===== src/rtl/trans_update_scheduler.sv =====
// trans_update_scheduler
// Reloads per-transducer duty/phase from the drive-data BRAM into the PWM
// register bank. A trigger (START pulse or internal period tick) sweeps
// indices 0..DEPTH-1, one BRAM read per clock. Each read result is forwarded
// with its index once the read latency has elapsed.
//
// Optional feature macro: TRANS_SCHED_RESTART_EN. When it is defined, a
// trigger that arrives mid-sweep restarts the sweep at index 0.
//
// Ports:
//   CLK, RESET_N        clock and asynchronous active-low reset
//   START               one-clock update request
//   PERIOD[15:0]        auto-trigger period in clocks (0 = off)
//   OVERRUN_CLR         clears OVERRUN (a simultaneous new overrun wins)
//   BRAM_EN, BRAM_ADDR  registered read request
//   BRAM_DOUT           read data {phase, duty}
//   OUT_VALID, OUT_IDX  index of the forwarded value
//   DUTY_OUT, PHASE_OUT forwarded values; they hold while OUT_VALID is 0
//   BUSY, DONE          sweep in progress / end-of-sweep pulse
//   OVERRUN             sticky flag for a trigger that arrived mid-sweep
module trans_update_scheduler #(
    parameter int unsigned WIDTH      = 13,
    parameter int unsigned DEPTH      = 249,
    parameter int unsigned RD_LATENCY = 2,
    parameter int unsigned ADDR_W     = 8
) (
    input  logic                 CLK,
    input  logic                 RESET_N,
    input  logic                 START,
    input  logic [15:0]          PERIOD,
    input  logic                 OVERRUN_CLR,
    output logic                 BRAM_EN,
    output logic [ADDR_W-1:0]    BRAM_ADDR,
    input  logic [2*WIDTH-1:0]   BRAM_DOUT,
    output logic                 OUT_VALID,
    output logic [ADDR_W-1:0]    OUT_IDX,
    output logic [WIDTH-1:0]     DUTY_OUT,
    output logic [WIDTH-1:0]     PHASE_OUT,
    output logic                 BUSY,
    output logic                 DONE,
    output logic                 OVERRUN
);

    localparam int unsigned PER_W = 16;
    localparam int unsigned DRN_W = 3;
    localparam logic [ADDR_W-1:0] LAST_IDX   = ADDR_W'(DEPTH - 1);
    localparam logic [DRN_W-1:0]  LAST_DRAIN = DRN_W'(RD_LATENCY - 1);

    typedef enum logic [1:0] {S_IDLE, S_ISSUE, S_DRAIN, S_FIN} state_t;

    state_t                r_state, w_state_n;
    logic                  r_en, w_en_n;
    logic [ADDR_W-1:0]     r_addr, w_addr_n;
    logic [DRN_W-1:0]      r_drain, w_drain_n;
    logic                  r_busy, r_done, r_ovr;
    logic                  w_trig, w_tick, w_ovr_evt, w_restart;
    logic [PER_W-1:0]      r_per_cnt, r_period_q;
    logic [RD_LATENCY-1:0] r_vpipe;
    logic [ADDR_W-1:0]     r_ipipe [RD_LATENCY];
    logic [WIDTH-1:0]      r_duty_q, r_phase_q;

    // Period tick: suppressed in the cycle PERIOD changes, since the counter reloads then.
    assign w_tick = (PERIOD != '0) && (PERIOD == r_period_q) &&
                    (r_per_cnt == PERIOD - PER_W'(1));
    assign w_trig = START | w_tick;

    always_ff @(posedge CLK or negedge RESET_N) begin
        if (!RESET_N) begin
            r_per_cnt  <= '0;
            r_period_q <= '0;
        end else begin
            r_period_q <= PERIOD;
            if ((PERIOD != r_period_q) || (PERIOD == '0) || w_tick)
                r_per_cnt <= '0;
            else
                r_per_cnt <= r_per_cnt + PER_W'(1);
        end
    end

    // Sweep FSM: next state plus next values of the registered request outputs.
    always_comb begin
        w_state_n = r_state;
        w_en_n    = 1'b0;
        w_addr_n  = r_addr;
        w_drain_n = r_drain;
        w_ovr_evt = 1'b0;
`ifdef TRANS_SCHED_RESTART_EN
        w_restart = w_trig;
`else
        w_restart = 1'b0;
`endif
        case (r_state)
            S_IDLE, S_FIN: begin
                if (w_trig) begin
                    w_state_n = S_ISSUE;
                    w_en_n    = 1'b1;
                    w_addr_n  = '0;
                end else begin
                    w_state_n = S_IDLE;
                end
            end
            S_ISSUE: begin
                w_ovr_evt = w_trig;
                if (w_restart) begin
                    w_en_n   = 1'b1;
                    w_addr_n = '0;
                end else if (r_addr == LAST_IDX) begin
                    w_state_n = S_DRAIN;
                    w_drain_n = '0;
                end else begin
                    w_en_n   = 1'b1;
                    w_addr_n = r_addr + ADDR_W'(1);
                end
            end
            S_DRAIN: begin
                w_ovr_evt = w_trig;
                if (w_restart) begin
                    w_state_n = S_ISSUE;
                    w_en_n    = 1'b1;
                    w_addr_n  = '0;
                end else if (r_drain == LAST_DRAIN) begin
                    w_state_n = S_FIN;
                end else begin
                    w_drain_n = r_drain + DRN_W'(1);
                end
            end
            default: w_state_n = S_IDLE;
        endcase
    end

    always_ff @(posedge CLK or negedge RESET_N) begin
        if (!RESET_N) begin
            r_state <= S_IDLE;
            r_en    <= 1'b0;
            r_addr  <= '0;
            r_drain <= '0;
            r_busy  <= 1'b0;
            r_done  <= 1'b0;
            r_ovr   <= 1'b0;
        end else begin
            r_state <= w_state_n;
            r_en    <= w_en_n;
            r_addr  <= w_addr_n;
            r_drain <= w_drain_n;
            r_busy  <= (w_state_n == S_ISSUE) || (w_state_n == S_DRAIN);
            r_done  <= (w_state_n == S_FIN);
            if (w_ovr_evt)
                r_ovr <= 1'b1;
            else if (OVERRUN_CLR)
                r_ovr <= 1'b0;
        end
    end

    // Return path: the index moves only with valid entries, so the last stage keeps the last index.
    always_ff @(posedge CLK or negedge RESET_N) begin
        if (!RESET_N) begin
            r_vpipe <= '0;
            for (int j = 0; j < RD_LATENCY; j++) r_ipipe[j] <= '0;
            r_duty_q  <= '0;
            r_phase_q <= '0;
        end else begin
            r_vpipe[0] <= r_en;
            if (r_en) r_ipipe[0] <= r_addr;
            for (int j = 1; j < RD_LATENCY; j++) begin
                r_vpipe[j] <= r_vpipe[j-1];
                if (r_vpipe[j-1]) r_ipipe[j] <= r_ipipe[j-1];
            end
            if (OUT_VALID) begin
                r_duty_q  <= BRAM_DOUT[WIDTH-1:0];
                r_phase_q <= BRAM_DOUT[2*WIDTH-1:WIDTH];
            end
        end
    end

    // Data passes straight from BRAM_DOUT while valid, otherwise the last captured value is shown.
    assign DUTY_OUT  = OUT_VALID ? BRAM_DOUT[WIDTH-1:0]       : r_duty_q;
    assign PHASE_OUT = OUT_VALID ? BRAM_DOUT[2*WIDTH-1:WIDTH] : r_phase_q;
    assign OUT_VALID = r_vpipe[RD_LATENCY-1];
    assign OUT_IDX   = r_ipipe[RD_LATENCY-1];
    assign BRAM_EN   = r_en;
    assign BRAM_ADDR = r_addr;
    assign BUSY      = r_busy;
    assign DONE      = r_done;
    assign OVERRUN   = r_ovr;

endmodule

===== config.mk =====
export PLATFORM = sky130hd
export DESIGN_NAME = trans_update_scheduler
export DESIGN_NICKNAME = d
export VERILOG_FILES = /design/src/rtl/trans_update_scheduler.sv
export SDC_FILE = /design/constraint.sdc
export NUM_CORES = 1
export LEC_CHECK = 0
export ABC_AREA = 1
export BUFFER_PORTS_ARGS = -buffer_cell sky130_fd_sc_hd__buf_4
export CAP_MARGIN = 20
export CORE_ASPECT_RATIO = 0.9
export CORE_MARGIN = 2
export CORE_UTILIZATION = 50
export DETAILED_ROUTE_END_ITERATION = 10
export PLACE_DENSITY_LB_ADDON = 0.1
export SKIP_LAST_GASP = 1
export SLEW_MARGIN = 20
export SYNTH_ARGS = -nofsm -noshare
export SYNTH_HDL_FRONTEND = slang
export SYNTH_SLANG_ARGS = --single-unit

===== constraint.sdc =====
create_clock -name CLK -period 1.6 [get_ports CLK]
set_input_delay 0.08 -clock CLK [delete_from_list [all_inputs] [get_ports CLK]]
set_output_delay 0.08 -clock CLK [all_outputs]
set_load 0.02 [all_outputs]

Yosys cells after proc, flatten, opt, wreduce, memory -nomap -nowiden
Cells that the tools add are included.
- register bits: 93
- input port bits: 46
- output and inout port bits: 47
- word-level logic and storage cells: 68
- add/sub/neg operators: 4
- equality and inequality tests: 15
- muxes and demuxes: 19
- bitwise logic cells: 1
- reduce and logical (&&, ||, !) cells: 15
- operator list (kind ; number):
    $eq A16 B16 Y1 ; 2
    $mux W13 ; 2
    $add A16 B1 Y16 const B ; 1
    $logic_not A16 Y1 ; 1
    $mux W16 ; 1
    $mux W8 ; 2
    $ne A16 B16 Y1 ; 1
    $pmux W8 S2 ; 1
    $reduce_bool A16 Y1 ; 1
    $sub A16 B1 Y16 const B ; 1
    $add A8 B1 Y8 const B ; 1
    $eq A2 B2 Y1 const B ; 4
    $eq A8 B8 Y1 const B ; 1
    $ne A2 B2 Y1 const B ; 4
    $mux W1 ; 6
    $mux W3 ; 2
    $pmux W2 S3 ; 1
    $pmux W3 S2 ; 1
    $reduce_and A3 Y1 ; 2
    $reduce_bool A2 Y1 ; 3
    $eq A2 B1 Y1 const B ; 2
    $mux W2 ; 2
    $reduce_or A2 Y1 ; 2
    $add A3 B1 Y3 const B ; 1
    other kinds (6) ; 9

Logic depth before layout (Yosys ltp)
- depth in word-level cells: 8
- mapped depth: 17
- mapped depth without buffers: 17

Worst setup path after synthesis
OpenSTA, ideal clock, no wires.
- kind: input to register
- from: input PERIOD[0]
- to: register r_busy, in the netlist BUSY
- arrival: 1.612 ns
- data required time: 1.474 ns
- path slack: -0.138 ns
- stages on the path: 15
- buffers on the path: 0
- cells stage by stage: inv_2 > ha_1 > nand2_2 > nor2_8 > nand3_1 > nand3_1 > nand2_1 > nor2_1 > nand2_1 > nor2_2 > nand2_2 > nand2_1 > nand2_1 > nand2_1 > ha_1
- longest elaborated chain between the ends: 8
- elaborated cells between the ends (all ways): 12
- classes of those cells: 1 x add/sub; 4 x eq/ne; 2 x mux; 1 x bitwise; 4 x reduce/logical
- ends and longest elaborated chain (element ; RTL line ; text):
    start, declared ; 30 ; input logic [15:0] PERIOD,
    $sub A16 B1 Y16 (tied with other cells) ; 64 ; (r_per_cnt == PERIOD - PER_W'(1));
    $eq A16 B16 Y1 or $logic_and A1 B1 Y1 (tied branches) ; 64, 63 ;
    $logic_and A1 B1 Y1 * ; 63 ; assign w_tick = (PERIOD != '0) && (PERIOD == r_period_q) &&
    $or A1 B1 Y1 * ; 65 ; assign w_trig = START | w_tick;
    $mux W1 * ; 94 ; if (w_trig) begin
    $pmux W2 S3 * ; 92 ; case (r_state)
    named net w_state_n[0] ; 51 ; state_t r_state, w_state_n;
    $eq A2 B1 Y1 or $eq A2 B2 Y1 (tied branches) ; 145 ; r_busy <= (w_state_n == S_ISSUE) || (w_state_n == S_DRAIN);
    $logic_or A1 B1 Y1 * ; 145 ;
    end signal, assigned ; 145 ;
    end, declared ; 55 ; logic r_busy, r_done, r_ovr;
The timed path passes the listed nets; every way through them passes the cells marked *.
A chain may end at the register's enable or synchronous reset.

Worst setup path after layout
- from: register r_period_q[2]
- to: register r_addr[7], in the netlist BRAM_ADDR[7]
- longest elaborated chain between the ends: 6
- ends and longest elaborated chain (element ; RTL line ; text):
    start, declared ; 57 ; logic [PER_W-1:0] r_per_cnt, r_period_q;
    start signal, assigned ; 70 ; r_period_q <= '0;
    start signal, assigned ; 72 ; r_period_q <= PERIOD;
    $eq A16 B16 Y1 ; 63 ;
    $logic_and A1 B1 Y1 (2 in series) ; 63 ;
    $or A1 B1 Y1 ; 65 ;
    $ne A2 B2 Y1 (no line) ; - ;
    $reduce_and A3 Y1 (no line) ; - ;
    end signal, assigned ; 143 ; r_addr <= w_addr_n;
    end, declared ; 53 ; logic [ADDR_W-1:0] r_addr, w_addr_n;
Every way passes these cells.

==> reports/results.ini <==
[run_status]
status = finished with violations
violations = setup timing

[place]
portBuffers = 92
dp_worst_setup_slack_ps = -414
gp_congestion = 0.855
place_hpwl_mm = 7.73
dp.cells = 791

[hold_path]
hold_start = START
hold_path.class = in2reg
worstHoldPathCells = 5
holdPathEnd = r_state[0]$_DFF_PN0_

[cells_and_area]
drive_gt1_share_pct = 37.0
final_common_cell = buf_4
final_cells = 863
fillers = 632
utilization_pct = 77.6
syn_to_final_growth_pct = 50.5
finalNetCount = 791
diodes = 0
most-common-layout-cells = 136 x buf_4, 111 x nand2_1, 91 x dfrtp_1, 55 x inv_1

[setup_path]
crit_slowest_cell = dfrtp_1
cp-end-kind = flip-flop
cp.buffers_inverters = 2
worstRegToRegCells = 12
critical-path-top-delay-family = simple AND/OR/NAND/NOR gates
crit_fanout = 8
required_ps = 1860
critPathArrivalTime_ps = 2240
start_kind = flip-flop
r2r-end = BRAM_ADDR[7]$_DFFE_PN0P_
critPathKind = reg2reg
crit_path_start = r_period_q[2]$_DFF_PN0_
max_stage_delay_ps = 390
timing.rr.start = r_period_q[2]$_DFF_PN0_
crit_cells = 12
path_cells = xnor2_1 > nand2_1 > nor4_4 > nand2_1 > nor2_1 > buf_4 > nand2_4 > buf_6 > nand3_4 > nand2_8 > nand2_2 > nand2_2
reg2reg_slack_ps = -380

[sta]
hold_viol_final = 0
maxSlewHeadroom_pct = 65.2
clock_skew_ps = 16.3
slew_viol_final = 0
min_period_over_period_pct = 124
whs_ps = 161
setup_viol = 31
min_period_ps = 1980
max_freq_mhz = 505
rsz0062_at_grt = yes
worst_slew_pin_slew_ps = 521
finalWorstSetupSlack_ps = -382

[logic_synthesis]
synth_edf_count = 0
syn_area_per_cell_sq_um = 8.90
seq_area_frac_synth_pct = 49.4
synth_top_area_cell = dfrtp_1
synthArstFlopShare_pct = 100
synth_cell_types = 33
syn-cell-area_sq_um = 4710
ys_ff_latch = 93
synthCells = 529
synth-main-ff-cell = dfrtp_1
syn_nets = 584
yosys_warnings = 0
ys_top_cells_by_area = dfrtp_1 49%, nand2_1 9.8%, mux2_2 6.7%
synth_top_area_share_pct = 49.4

[floorplanning]
fp.dieW_microns = 106
die_height_microns = 96.0
placementRows = 33
core_area_sq_um = 9130
dieArea_sq_um = 10200
initial_core_util_pct = 51.6
io_pins = 93

[clock_network]
clk_path_buf_depth = 2
cts.sinks = 93
cts_tree = built
root_buffer = clkbuf_8
htreeDepth = 3
cts.clk_slew.worst_paths_ps = 110
clkLatencyLatePin_ps = 370
numCtsBuffers = 9

[routing]
vias_per_cell = 4.91
wirelength_mm = 12.7
first_pass_iters = 4
drc = 0
dr_total_vias = 4241
drt_iter0_markers = 133
routedWlPerCell_microns = 14.7
postRouteAntennaNets = 0

[pwr]
power.density_nw_per_um2 = 663
max-vdd-ir-drop_mv = 0.619
p_total_mw = 4.69
p_leak_nw = 3.57

[global_routing]
grt_pass1_vias = 4127
overflow = 0
track_usage_pct = 23.3
antenna_found_initial = 0
grt_pass1_wl_mm = 18.8
grt_max_degree = 43

[run]
maxCapViolations = 0

-- worst min-delay path, delay by kind of cell --
family	cells	cell delay, ps
and+or+nand+nor	3	230
buffers and inverters	2	180
-- cell usage after synthesis, types with 3 or more instances --
cell type	count
a21oi_1	12
clkbuf_1	5
mux2_2	28
nor2_2	7
nand3_1	41
xnor2_1	18
dfrtp_1	93
inv_1	59
o21ai_0	12
nand3b_1	3
or2_2	5
buf_4	9
o21ai_1	3
inv_2	3
nand2_2	4
xor2_1	12
nand2_1	123
nor3b_1	3
ha_1	9
nand4_1	7
nor3_1	5
nor2_1	53
-- layout make-up --
type	count	area (sq um)	share of cell area, %
flip-flops and latches	93	2330	32.9
multi-input cells	360	2320	32.7
repair buffers	210	1850	26.1
inverters	62	235	3.32
well taps	122	153	2.16
clock buffers	9	124	1.75
clock inverters	7	77.6	1.10
-- stage by stage --
step / instance area, sq um / TNS (ps)
floorplan: 4720 / -97.8
global placement: 5970 / -7190
detailed placement: 5970 / -8680
CTS: 6720 / -6460
global route: 7080 / -11700
finish: 7080 / -8070
-- where the power goes --
part,internal (mW),switching (mW)
registers,2.40,0.0231
logic,0.361,0.318
clock network,0.625,0.964
total,3.39,1.31
-- how the worst max path moves through the flow --
stage                                     endpoint  slack (ps)
after floorplan                     BUSY$_DFF_PN0_        -100
after global placement    BRAM_ADDR[4]$_DFFE_PN0P_        -350
after detailed placement  BRAM_ADDR[3]$_DFFE_PN0P_        -410
after CTS                           BUSY$_DFF_PN0_        -310
after global routing      BRAM_ADDR[7]$_DFFE_PN0P_        -490
final                     BRAM_ADDR[7]$_DFFE_PN0P_        -380
-- sequential cells by signal, summed over array words and instances, names as in the netlist --
| signal | count |
|---|---|
| r_per_cnt | 16 |
| r_period_q | 16 |
| r_duty_q | 13 |
| r_phase_q | 13 |
| BRAM_ADDR | 8 |
| OUT_IDX | 8 |
| r_ipipe | 8 |
| r_drain | 3 |
| r_state | 2 |
| r_vpipe | 2 |
| BRAM_EN | 1 |
| BUSY | 1 |
| DONE | 1 |
| OVERRUN | 1 |
-- per-layer routing --
layer  vias up  track usage, %  wire, microns
li1       2096               -              -
met1      2028            30.0           5470
met2        99            40.7           6550
met3        18            4.54            482
met4         0            6.36            190
met5         -               0              0
-- cells by family (layout without fill, tap and decap cells) --
| group | Yosys count | after routing | share of synthesized area, % |
|---|---|---|---|
| DFF | 93 | 93 | 49.4 |
| adders and majority gates | 9 | 9 | 2.39 |
| AOI/OAI and AO/OA | 32 | 32 | 3.67 |
| xor gates and xnor gates | 30 | 30 | 5.58 |
| muxes | 28 | 28 | 6.70 |
| buffers and inverters | 77 | 288 | 6.86 |
| and+or+nand+nor | 260 | 261 | 25.4 |
-- repair_timing --
item | 4_1_cts | 5_1_grt
endpoints found under the setup margin | 31 | 58
resized for setup | 18 | 76
hold buffers | 44 | 0
pin swaps | 4 | 13
hold endpoints to repair | 76 | 0
setup buffers | 3 | 5
cloned | 1 | 3
(Power assumes the default switching activity.)
